**src/rtl/carbonez90_sim_io_pkg.sv**
```systemverilog
// Shared definitions for the CarbonEZ90 simulation I/O peripheral:
// port map, STATUS bit layout and the power-off state machine encoding.
package carbonez90_sim_io_pkg;

  localparam logic [7:0] SIMIO_SIG_DATA = 8'h00;
  localparam logic [7:0] SIMIO_SIG_CLR  = 8'h01;
  localparam logic [7:0] SIMIO_CON_TX   = 8'h02;
  localparam logic [7:0] SIMIO_STATUS   = 8'h03;
  localparam logic [7:0] SIMIO_POWEROFF = 8'h04;
  localparam logic [7:0] SIMIO_SIG_BYTE = 8'h05;

  localparam int STATUS_FULL_BIT     = 0;
  localparam int STATUS_EMPTY_BIT    = 1;
  localparam int STATUS_ARMED_BIT    = 2;
  localparam int STATUS_POWEROFF_BIT = 3;

  localparam logic [7:0] POWEROFF_MAGIC_DEFAULT = 8'hA5;

  typedef enum logic [1:0] {
    RUN   = 2'd0,
    ARMED = 2'd1,
    OFF   = 2'd2
  } sim_io_state_e;

endpackage

```
**src/rtl/carbonez90_sim_fifo.sv**
```systemverilog
// First-word fall-through circular FIFO. A push while full is taken only
// when a pop retires the head in the same cycle; a pop while empty is dropped.
module carbonez90_sim_fifo #(
  parameter int DEPTH = 8,
  parameter int WIDTH = 8
) (
  input  logic             clk,
  input  logic             rst_n,
  input  logic             push,
  input  logic             pop,
  input  logic [WIDTH-1:0] wdata,
  output logic             full,
  output logic             empty,
  output logic [WIDTH-1:0] rdata
);

  localparam int AW = $clog2(DEPTH);
  localparam logic [AW:0] FULL_COUNT = DEPTH[AW:0];

  logic [WIDTH-1:0] mem_r [DEPTH];
  logic [AW-1:0]    wr_ptr_r;
  logic [AW-1:0]    rd_ptr_r;
  logic [AW:0]      count_r;
  logic             do_push_s;
  logic             do_pop_s;

  assign full      = (count_r == FULL_COUNT);
  assign empty     = (count_r == {(AW+1){1'b0}});
  assign do_pop_s  = pop && !empty;
  assign do_push_s = push && (!full || do_pop_s);
  assign rdata     = empty ? {WIDTH{1'b0}} : mem_r[rd_ptr_r];

  // Storage array; never reset because empty masks stale entries.
  always_ff @(posedge clk) begin
    if (do_push_s) begin
      mem_r[wr_ptr_r] <= wdata;
    end
  end

  // Pointers wrap naturally since DEPTH is a power of two.
  always_ff @(posedge clk or negedge rst_n) begin
    if (!rst_n) begin
      wr_ptr_r <= {AW{1'b0}};
      rd_ptr_r <= {AW{1'b0}};
      count_r  <= {(AW+1){1'b0}};
    end else begin
      if (do_push_s) begin
        wr_ptr_r <= wr_ptr_r + AW'(1);
      end
      if (do_pop_s) begin
        rd_ptr_r <= rd_ptr_r + AW'(1);
      end
      case ({do_push_s, do_pop_s})
        2'b10:   count_r <= count_r + (AW+1)'(1);
        2'b01:   count_r <= count_r - (AW+1)'(1);
        default: count_r <= count_r;
      endcase
    end
  end

endmodule

```
**src/rtl/carbonez90_sim_io.sv**
```systemverilog
// CarbonEZ90 simulation I/O port: signature shift register, console FIFO and
// a power-off request that only completes once the console has drained.
module carbonez90_sim_io
  import carbonez90_sim_io_pkg::*;
#(
  parameter int          FIFO_DEPTH     = 8,
  parameter logic [7:0]  POWEROFF_MAGIC = POWEROFF_MAGIC_DEFAULT,
  parameter logic [31:0] SIG_RESET      = 32'h0000_0000
) (
  input  logic        clk,
  input  logic        rst_n,
  input  logic        io_req,
  input  logic        io_we,
  input  logic [7:0]  io_addr,
  input  logic [7:0]  io_wdata,
  output logic [7:0]  io_rdata,
  output logic        io_ready,
  output logic        con_valid,
  output logic [7:0]  con_data,
  input  logic        con_ready,
  output logic [31:0] signature,
  output logic        poweroff
);

  sim_io_state_e state_r;
  sim_io_state_e state_next_s;
  logic [31:0]   signature_r;
  logic          poweroff_r;
  logic          fifo_full_s;
  logic          fifo_empty_s;
  logic          fifo_pop_s;
  logic          fifo_push_s;
  logic          stall_s;
  logic          wr_s;
  logic          live_wr_s;
  logic          arm_s;
  logic [7:0]    status_s;

  assign fifo_pop_s  = !fifo_empty_s && con_ready;
  // A full FIFO stalls CON_TX unless the sink frees a slot this very cycle.
  assign stall_s     = io_req && io_we && (io_addr == SIMIO_CON_TX) && fifo_full_s && !fifo_pop_s;
  assign io_ready    = rst_n && io_req && !stall_s;
  assign wr_s        = io_ready && io_we;
  assign live_wr_s   = wr_s && (state_r != OFF);
  assign fifo_push_s = live_wr_s && (io_addr == SIMIO_CON_TX);
  assign arm_s       = wr_s && (io_addr == SIMIO_POWEROFF) && (io_wdata == POWEROFF_MAGIC);

  assign con_valid = !fifo_empty_s;
  assign signature = signature_r;
  assign poweroff  = poweroff_r;

  carbonez90_sim_fifo #(
    .DEPTH (FIFO_DEPTH),
    .WIDTH (8)
  ) u_fifo (
    .clk   (clk),
    .rst_n (rst_n),
    .push  (fifo_push_s),
    .pop   (fifo_pop_s),
    .wdata (io_wdata),
    .full  (fifo_full_s),
    .empty (fifo_empty_s),
    .rdata (con_data)
  );

  // Signature register: bytes enter at the top and shift toward the LSB.
  always_ff @(posedge clk or negedge rst_n) begin
    if (!rst_n) begin
      signature_r <= SIG_RESET;
    end else if (live_wr_s) begin
      case (io_addr)
        SIMIO_SIG_DATA: signature_r <= {io_wdata, signature_r[31:8]};
        SIMIO_SIG_CLR:  signature_r <= SIG_RESET;
        default:        signature_r <= signature_r;
      endcase
    end else begin
      signature_r <= signature_r;
    end
  end

  // FSM state register.
  always_ff @(posedge clk or negedge rst_n) begin
    if (!rst_n) begin
      state_r <= RUN;
    end else begin
      state_r <= state_next_s;
    end
  end

  // FSM next state; a push landing in the same cycle keeps ARMED draining.
  always_comb begin
    state_next_s = state_r;
    case (state_r)
      RUN: begin
        if (arm_s) state_next_s = ARMED;
        else       state_next_s = RUN;
      end
      ARMED: begin
        if (fifo_empty_s && !fifo_push_s) state_next_s = OFF;
        else                              state_next_s = ARMED;
      end
      OFF:     state_next_s = OFF;
      default: state_next_s = RUN;
    endcase
  end

  // FSM output register: poweroff tracks state == OFF exactly.
  always_ff @(posedge clk or negedge rst_n) begin
    if (!rst_n) begin
      poweroff_r <= 1'b0;
    end else begin
      poweroff_r <= (state_next_s == OFF);
    end
  end

  // STATUS word assembly.
  always_comb begin
    status_s                      = 8'h00;
    status_s[STATUS_FULL_BIT]     = fifo_full_s;
    status_s[STATUS_EMPTY_BIT]    = fifo_empty_s;
    status_s[STATUS_ARMED_BIT]    = (state_r == ARMED);
    status_s[STATUS_POWEROFF_BIT] = poweroff_r;
  end

  // Read data mux, driven only during an accepted read.
  always_comb begin
    io_rdata = 8'h00;
    if (io_ready && !io_we) begin
      case (io_addr)
        SIMIO_STATUS:   io_rdata = status_s;
        SIMIO_SIG_BYTE: io_rdata = signature_r[7:0];
        default:        io_rdata = 8'h00;
      endcase
    end else begin
      io_rdata = 8'h00;
    end
  end

endmodule
```
**config.mk**
```make
export PLATFORM = sky130hd
export DESIGN_NAME = carbonez90_sim_io
export DESIGN_NICKNAME = d
export VERILOG_FILES = /design/src/rtl/carbonez90_sim_io_pkg.sv /design/src/rtl/carbonez90_sim_fifo.sv /design/src/rtl/carbonez90_sim_io.sv
export SDC_FILE = /design/constraint.sdc
export NUM_CORES = 1
export LEC_CHECK = 0
export BUFFER_PORTS_ARGS = -buffer_cell sky130_fd_sc_hd__buf_4
export CORE_AREA = 2 2 96 98
export CTS_BUF_LIST = sky130_fd_sc_hd__clkbuf_16
export DETAILED_ROUTE_END_ITERATION = 6
export DIE_AREA = 0 0 98 100
export GPL_ROUTABILITY_DRIVEN = 0
export PLACE_DENSITY = 0.87
export SLEW_MARGIN = 20
export SYNTH_ARGS = -nofsm -noshare
export SYNTH_HDL_FRONTEND = slang
export SYNTH_HIERARCHICAL = 1
export SYNTH_SLANG_ARGS = --single-unit
```
**constraint.sdc**
```tcl
create_clock -name clk -period 8.1 [get_ports clk]
set_input_delay 0.405 -clock clk [delete_from_list [all_inputs] [get_ports clk]]
set_output_delay 0.405 -clock clk [all_outputs]
set_load 0.02 [all_outputs]
```
Yosys cells after proc, flatten, opt, wreduce, memory -nomap -nowiden:

Memories as Yosys holds them, arrays and structs flattened.
Cells that the tools add are included.

* register bits: 45
* bits in latches: 0
* bits in writable memories: 64
* ROM bits: 0
* input bits: 21
* output and inout bits: 51
* logic and storage cells: 63
* memories: 1

Memory list
* u_fifo.mem_r: words 8, width 8, read ports 1, clocked after Yosys merged registers in 0, wr ports 1, line carbonez90_sim_fifo.sv:20 `logic [WIDTH-1:0] mem_r [DEPTH];`

* add/subtract/negate cells: 4
* $mul: 0
* divide/modulo/power cells: 0
* order comparisons: 0
* eq/ne operators: 13
* shifts and indexed selects: 0
* mux-type cells: 10
* bitwise operators: 0
* reductions and logical operators: 29

Operator list (count)
* $pmux W32 S2: 1
* $eq A8 B2 Y1 const B: 2
* $eq A8 B3 Y1 const B: 2
* $logic_and A1 B1 Y1: 16
* $mux W8: 2
* $pmux W8 S2: 1
* $eq A8 B1 Y1 const B: 1
* $eq A8 B8 Y1 const B: 1
* $logic_not A8 Y1: 1
* $pmux W4 S2: 1
* $add A3 B1 Y3 const B: 2
* $eq A2 B2 Y1 const B: 3
* $logic_not A1 Y1: 6
* $pmux W2 S3: 1
* $add A4 B1 Y4 const B: 1
* $eq A2 B1 Y1 const B: 2
* $eq A4 B4 Y1 const B: 1
* $logic_not A4 Y1: 1
* $reduce_bool A2 Y1: 2
* $sub A4 B1 Y4 const B: 1
* $mux W1: 3
* $logic_not A2 Y1: 1
* $mux W2: 1
* $ne A2 B2 Y1 const B: 1
* 2 further kinds: 2

Depth between registers and ports, before layout:

* word-level depth: 15
* mapped depth: 16
* depth with buffers taken out: 13

Hierarchy:

Netlist, hierarchy kept.

By module, submodules not included
* carbonez90_sim_fifo: times used 1, cells an instance 182, area each 3165.5 µm², sequential area each 2172.1 µm²
* carbonez90_sim_io: times used 1, cells an instance 162, area each 1918.1 µm², sequential area each 875.8 µm²

Least setup slack after synthesis:

No wires, ideal clock.

* path type: reg-to-reg
* from: reg u_fifo.count_r[0]
* to: reg u_fifo.count_r[2]
* library setup time: 0.118 ns
* arrival time: 2.876 ns
* required time: 7.982 ns
* path slack: 5.105 ns
* stages on the path, launching flop included: 16
* buffers on the path: 3
* clock period less this slack: 2.995 ns
* cells stage by stage: dfrtp_1 buf_6 or4_4 clkinv_2 buf_6 nand2b_1 nand2_1 and4b_1 buf_2 inv_1 nand3_2 fa_1 xnor2_1 a22oi_1 o22ai_1 a21o_1

* cells in the longest elaborated chain, start to end: 13
* elaborated cells between the ends (all ways): 22
* those cells by class: add/sub: 2; eq/ne: 3; mux: 1; reduce/logical: 16

RTL lines
* start: declaration: line carbonez90_sim_fifo.sv:23 `logic [AW:0] count_r;`
* start signal: assignment: line carbonez90_sim_fifo.sv:45 `count_r <= {(AW+1){1'b0}};`
* start signal: assignment: line carbonez90_sim_fifo.sv:54 `2'b10: count_r <= count_r + (AW+1)'(1);`
* start signal: assignment: line carbonez90_sim_fifo.sv:55 `2'b01: count_r <= count_r - (AW+1)'(1);`
* $logic_not A4 Y1 *: line carbonez90_sim_fifo.sv:28 `assign empty = (count_r == {(AW+1){1'b0}});`
* via fifo_empty_s: line carbonez90_sim_io.sv:30 `logic fifo_empty_s;`
* $logic_not A1 Y1 *: line carbonez90_sim_io.sv:39 `assign fifo_pop_s = !fifo_empty_s && con_ready;`
* $logic_and A1 B1 Y1 *: line carbonez90_sim_io.sv:39
* $logic_not A1 Y1 *: line carbonez90_sim_io.sv:41 `assign stall_s = io_req && io_we && (io_addr == SIMIO_CON_TX) && fifo_full_s && !fifo_pop_s;`
* $logic_and A1 B1 Y1 *: line carbonez90_sim_io.sv:41
* $logic_not A1 Y1 *: line carbonez90_sim_io.sv:42 `assign io_ready = rst_n && io_req && !stall_s;`
* $logic_and A1 B1 Y1 *: line carbonez90_sim_io.sv:42
* $logic_and A1 B1 Y1 *: line carbonez90_sim_io.sv:43 `assign wr_s = io_ready && io_we;`
* $logic_and A1 B1 Y1 *: line carbonez90_sim_io.sv:44 `assign live_wr_s = wr_s && (state_r != OFF);`
* $logic_and A1 B1 Y1 *: line carbonez90_sim_io.sv:45 `assign fifo_push_s = live_wr_s && (io_addr == SIMIO_CON_TX);`
* via fifo_push_s: line carbonez90_sim_io.sv:32 `logic fifo_push_s;`
* $logic_and A1 B1 Y1 *: line carbonez90_sim_fifo.sv:30 `assign do_push_s = push && (!full || do_pop_s);`
* $eq A2 B1 Y1 or $eq A2 B2 Y1 (tied branches): line carbonez90_sim_fifo.sv:53 `case ({do_push_s, do_pop_s})`
* $pmux W4 S2 or $reduce_bool A2 Y1 (tied branches)

The timed path passes the listed nets; every way through them passes the cells marked *.
A chain may end at the register's enable or synchronous reset.

Worst setup path in the final report:

* from: reg u_fifo.count_r[0]
* to: mem u_fifo.mem_r[5][1] (enable)

* cells in the longest elaborated chain, start to end: 13
* elaborated cells between the ends (all ways): 18
* those cells by class: eq/ne: 1; mux: 2; reduce/logical: 15

RTL lines
* $logic_not A4 Y1: line carbonez90_sim_fifo.sv:28
* via fifo_empty_s: line carbonez90_sim_io.sv:30
* $logic_not A1 Y1: line carbonez90_sim_io.sv:39
* $logic_and A1 B1 Y1: line carbonez90_sim_io.sv:39
* $logic_not A1 Y1: line carbonez90_sim_io.sv:41
* $logic_and A1 B1 Y1: line carbonez90_sim_io.sv:41
* $logic_not A1 Y1: line carbonez90_sim_io.sv:42
* $logic_and A1 B1 Y1: line carbonez90_sim_io.sv:42
* $logic_and A1 B1 Y1: line carbonez90_sim_io.sv:43
* $logic_and A1 B1 Y1: line carbonez90_sim_io.sv:44
* $logic_and A1 B1 Y1: line carbonez90_sim_io.sv:45
* via fifo_push_s: line carbonez90_sim_io.sv:32
* $logic_and A1 B1 Y1: line carbonez90_sim_fifo.sv:30
* $mux W1: line carbonez90_sim_fifo.sv:35 `if (do_push_s) begin`
* $mux W1 (not written as such): line carbonez90_sim_fifo.sv:36 `mem_r[wr_ptr_r] <= wdata;`
* end: declaration: line carbonez90_sim_fifo.sv:20

The timed path passes the listed nets, and every way through them passes these cells.

==> results.toml <==
[route]
initialDrtViolationCount = 296
routedWlPerCell_microns = 20.05
routed_wl_microns = 10540
firstDrtPassIters = 4
route.detailed.drc = 0
detail-route-antenna-nets = 0
num_vias = 3062
vias_per_cell = 5.821

[floorplan]
core_sq_um = 8890
num_rows = 35
die_h_microns = 100
initial_core_util_pct = 57.19
ios = 72
die_w_microns = 98
die_area_sq_um = 9800

[worst_setup_path]
slowest_stage = "nor2_1"
cp_max_fo = 15
cp_cell_sequence = "or4_4 -> clkinv_2 -> nand2b_1 -> nand2_1 -> and4b_1 -> inv_1 -> a31oi_1 -> nand2_1 -> nor2_1"
cp_num_buf_inv = 2
reg2reg_from = "u_fifo/count_r[0]$_DFFE_PN0P_"
rr_worst_depth = 9
max_stage_delay_ns = 0.67
critical_path_class = "flip-flop to flip-flop"
cp.required_ns = 8.07
cp_top_family = "simple AND/OR/NAND/NOR gates"
cp-end-kind = "flip-flop"
critPathLaunchType = "flip-flop"
r2r-end = "u_fifo/mem_r[5][1]$_DFFE_PP_"
rrSetupSlack_ns = 4.44
crit_arrival_ns = 3.64
cpMostUsedCell = "nand2_1"

[timing]
period_share_pct = 45.23
worst_pin_slew_ns = 0.7958
final.setup_skew_ns = 0.01298
post-route-min-period_ns = 3.663
finalHoldViolCount = 0
fmax_mhz = 273.0
relSlewSlack_pct = 46.75
fin_tns_setup_ns = 0
report.final.slew_viol_count = 0
setup_viol = 0
rsz0062_at_grt = "false"

[grt]
grt.overflow.total = 0
grt_pass1_wl_microns = 16840
grt_pass1_vias = 3176
grt_usage_pct = 22.29
antenna_found_initial = 0
grt_max_degree = 48

[layout]
final_core_util_pct = 66.83
fin_nets = 436
final_common_cell = "buf_4"
fin_cells = 526
mostFrequentLayoutCells = "buf_4, edfxtp_1, dfrtp_1"
drive_gt1_share_pct = 34.46
antenna_cells = 0
syn_to_final_growth_pct = 16.86

[clock_network]
cts-root-buf = "clkbuf_16"
cts_max_path_buffers = 2
postCtsSetupRepairBufs = 0
holdBufCountCts = 0
numCtsBuffers = 9
cts_tree = "yes"
h-tree-depth = 3
clkSinkCount = 109
path_clk_slew_ns = 0.08
clock_latency_ns = 0.35
cts_resized = 0

[logic_synthesis]
synth_nets = 370
synth_seq_cells = 109
avgSynthCellArea_sq_um = 14.78
synth_warnings = 6
postSynth.asyncResetShare_pct = 41.28
synth_seq_area_share_pct = 59.96
yosys.area_share.xor_xnor_pct = 0.8614
synth_cells = 344
synth_top_flop_cell = "edfxtp_1"
synth_top_family_by_area = "multiplexers"
synth_edf_count = 64
synthAdderAreaFrac_pct = 1.378
yosys.area_share.simple_pct = 12.50
synth_compound_area_share_pct = 3.470
synth_area_sq_um = 5084
synthMuxAreaShare_pct = 18.41
synth.distinct_cells = 50

[placement]
dpl.hpwl_microns = 7047
place_inst = 510
placement.io_buffers = 71

[power_and_ir_drop]
peakVddDrop_mv = 0.1503
power.density_nw_per_um2 = 260.4
power.leakage_uw = 0.002551

[flow_run]
cap_violations = 0

[outcome]
run_status = "completed"

[min_path]
hold_path.class = "input port to asynchronous set/reset pin"
-- layout make-up --
| class | instances | area, sq um |
|---|---|---|
| Clock buffer | 10 | 250.2 |
| Clock inverter | 6 | 43.79 |
| Fill cell | 598 | 2949 |
| Inverter | 14 | 53.80 |
| Multi-Input combinational cell | 205 | 1872 |
| Sequential cell | 109 | 3049 |
| Tap cell | 111 | 138.9 |
| Timing Repair Buffer | 71 | 533.0 |
-- worst max-delay path by stage --
| stage | startpoint | cells past startpoint | to | slack, ns |
|---|---|---|---|---|
| finish | u_fifo/count_r[0]$_DFFE_PN0P_ | 9 | u_fifo/mem_r[5][1]$_DFFE_PP_ | 4.44 |
| floorplan | u_fifo/count_r[0]$_DFFE_PN0P_ | 15 | u_fifo/count_r[2]$_DFFE_PN0P_ | 5.11 |
| detailed placement | rst_n | 8 | u_fifo/mem_r[1][0]$_DFFE_PP_ | 4.27 |
| global placement | rst_n | 8 | u_fifo/mem_r[1][5]$_DFFE_PP_ | 4.49 |
| global route | u_fifo/count_r[0]$_DFFE_PN0P_ | 9 | u_fifo/mem_r[4][1]$_DFFE_PP_ | 4.21 |
| CTS | u_fifo/count_r[0]$_DFFE_PN0P_ | 9 | u_fifo/mem_r[0][1]$_DFFE_PP_ | 4.22 |
-- synth_stat cells (3+ instances only) --
master / number / area, sq um
mux2i_1: 14 / 140.1
mux2_4: 26 / 390.4
buf_2: 3 / 15.01
mux2_1: 4 / 45.04
nor3_1: 6 / 30.03
inv_1: 13 / 48.80
nand2b_1: 8 / 50.05
nor2b_1: 31 / 193.9
nand3_1: 3 / 15.01
ha_1: 4 / 50.05
a21oi_1: 4 / 20.02
buf_6: 7 / 78.83
mux4_2: 16 / 360.4
nand2_1: 14 / 52.55
a22oi_1: 5 / 37.54
xnor2_1: 4 / 35.03
clkbuf_1: 4 / 15.01
edfxtp_1: 64 / 1922
nor2_1: 28 / 105.1
dfrtp_1: 45 / 1126
or3_1: 3 / 18.77
a31oi_1: 3 / 18.77
-- state kept, by name, indices dropped and copies added, names as in the netlist --
name / flops
poweroff: 1
u_fifo/wr_ptr_r: 3
u_fifo/rd_ptr_r: 3
u_fifo/count_r: 4
u_fifo/mem_r: 64
signature: 32
state_r: 2
-- cells by family after synthesis --
kind of cell,Yosys count
simple gates,111
flops,109
mux,60
buf+inv,30
compound gates,24
xor+xnor,5
fa+ha+maj,5
-- power by group --
group	internal, uW	leakage [uW]	switching, uW	total (uW)
sequential	606	0.00116	71.9	678
clock	230	0.000152	200	430
combinational	218	0.00124	222	440
-- metrics by stage --
| stage | hold WS (ns) | power, uW | area [sq um] | setup WS [ns] |
|---|---|---|---|---|
| after floorplan | 0.1094 | 1004 | 5084 | 5.105 |
| after global placement | 0.4397 | 1109 | 5635 | 4.493 |
| after detailed placement | 0.4459 | 1125 | 5635 | 4.268 |
| after CTS | 0.07470 | 1554 | 5929 | 4.218 |
| after global routing | 0.1151 | 1614 | 5941 | 4.212 |
| final | 0.03702 | 1547 | 5941 | 4.437 |
-- metal layers --
layer | global-route usage, % | share of wire (%) | wire length (microns)
met5 | 0 | 0 | 0
met2 | 38.25 | 53 | 5637
met1 | 29.32 | 41 | 4303
met4 | 9.081 | 2.2 | 234
met3 | 2.646 | 3.5 | 369
No activity file was read; power rests on OpenSTA's default activity.
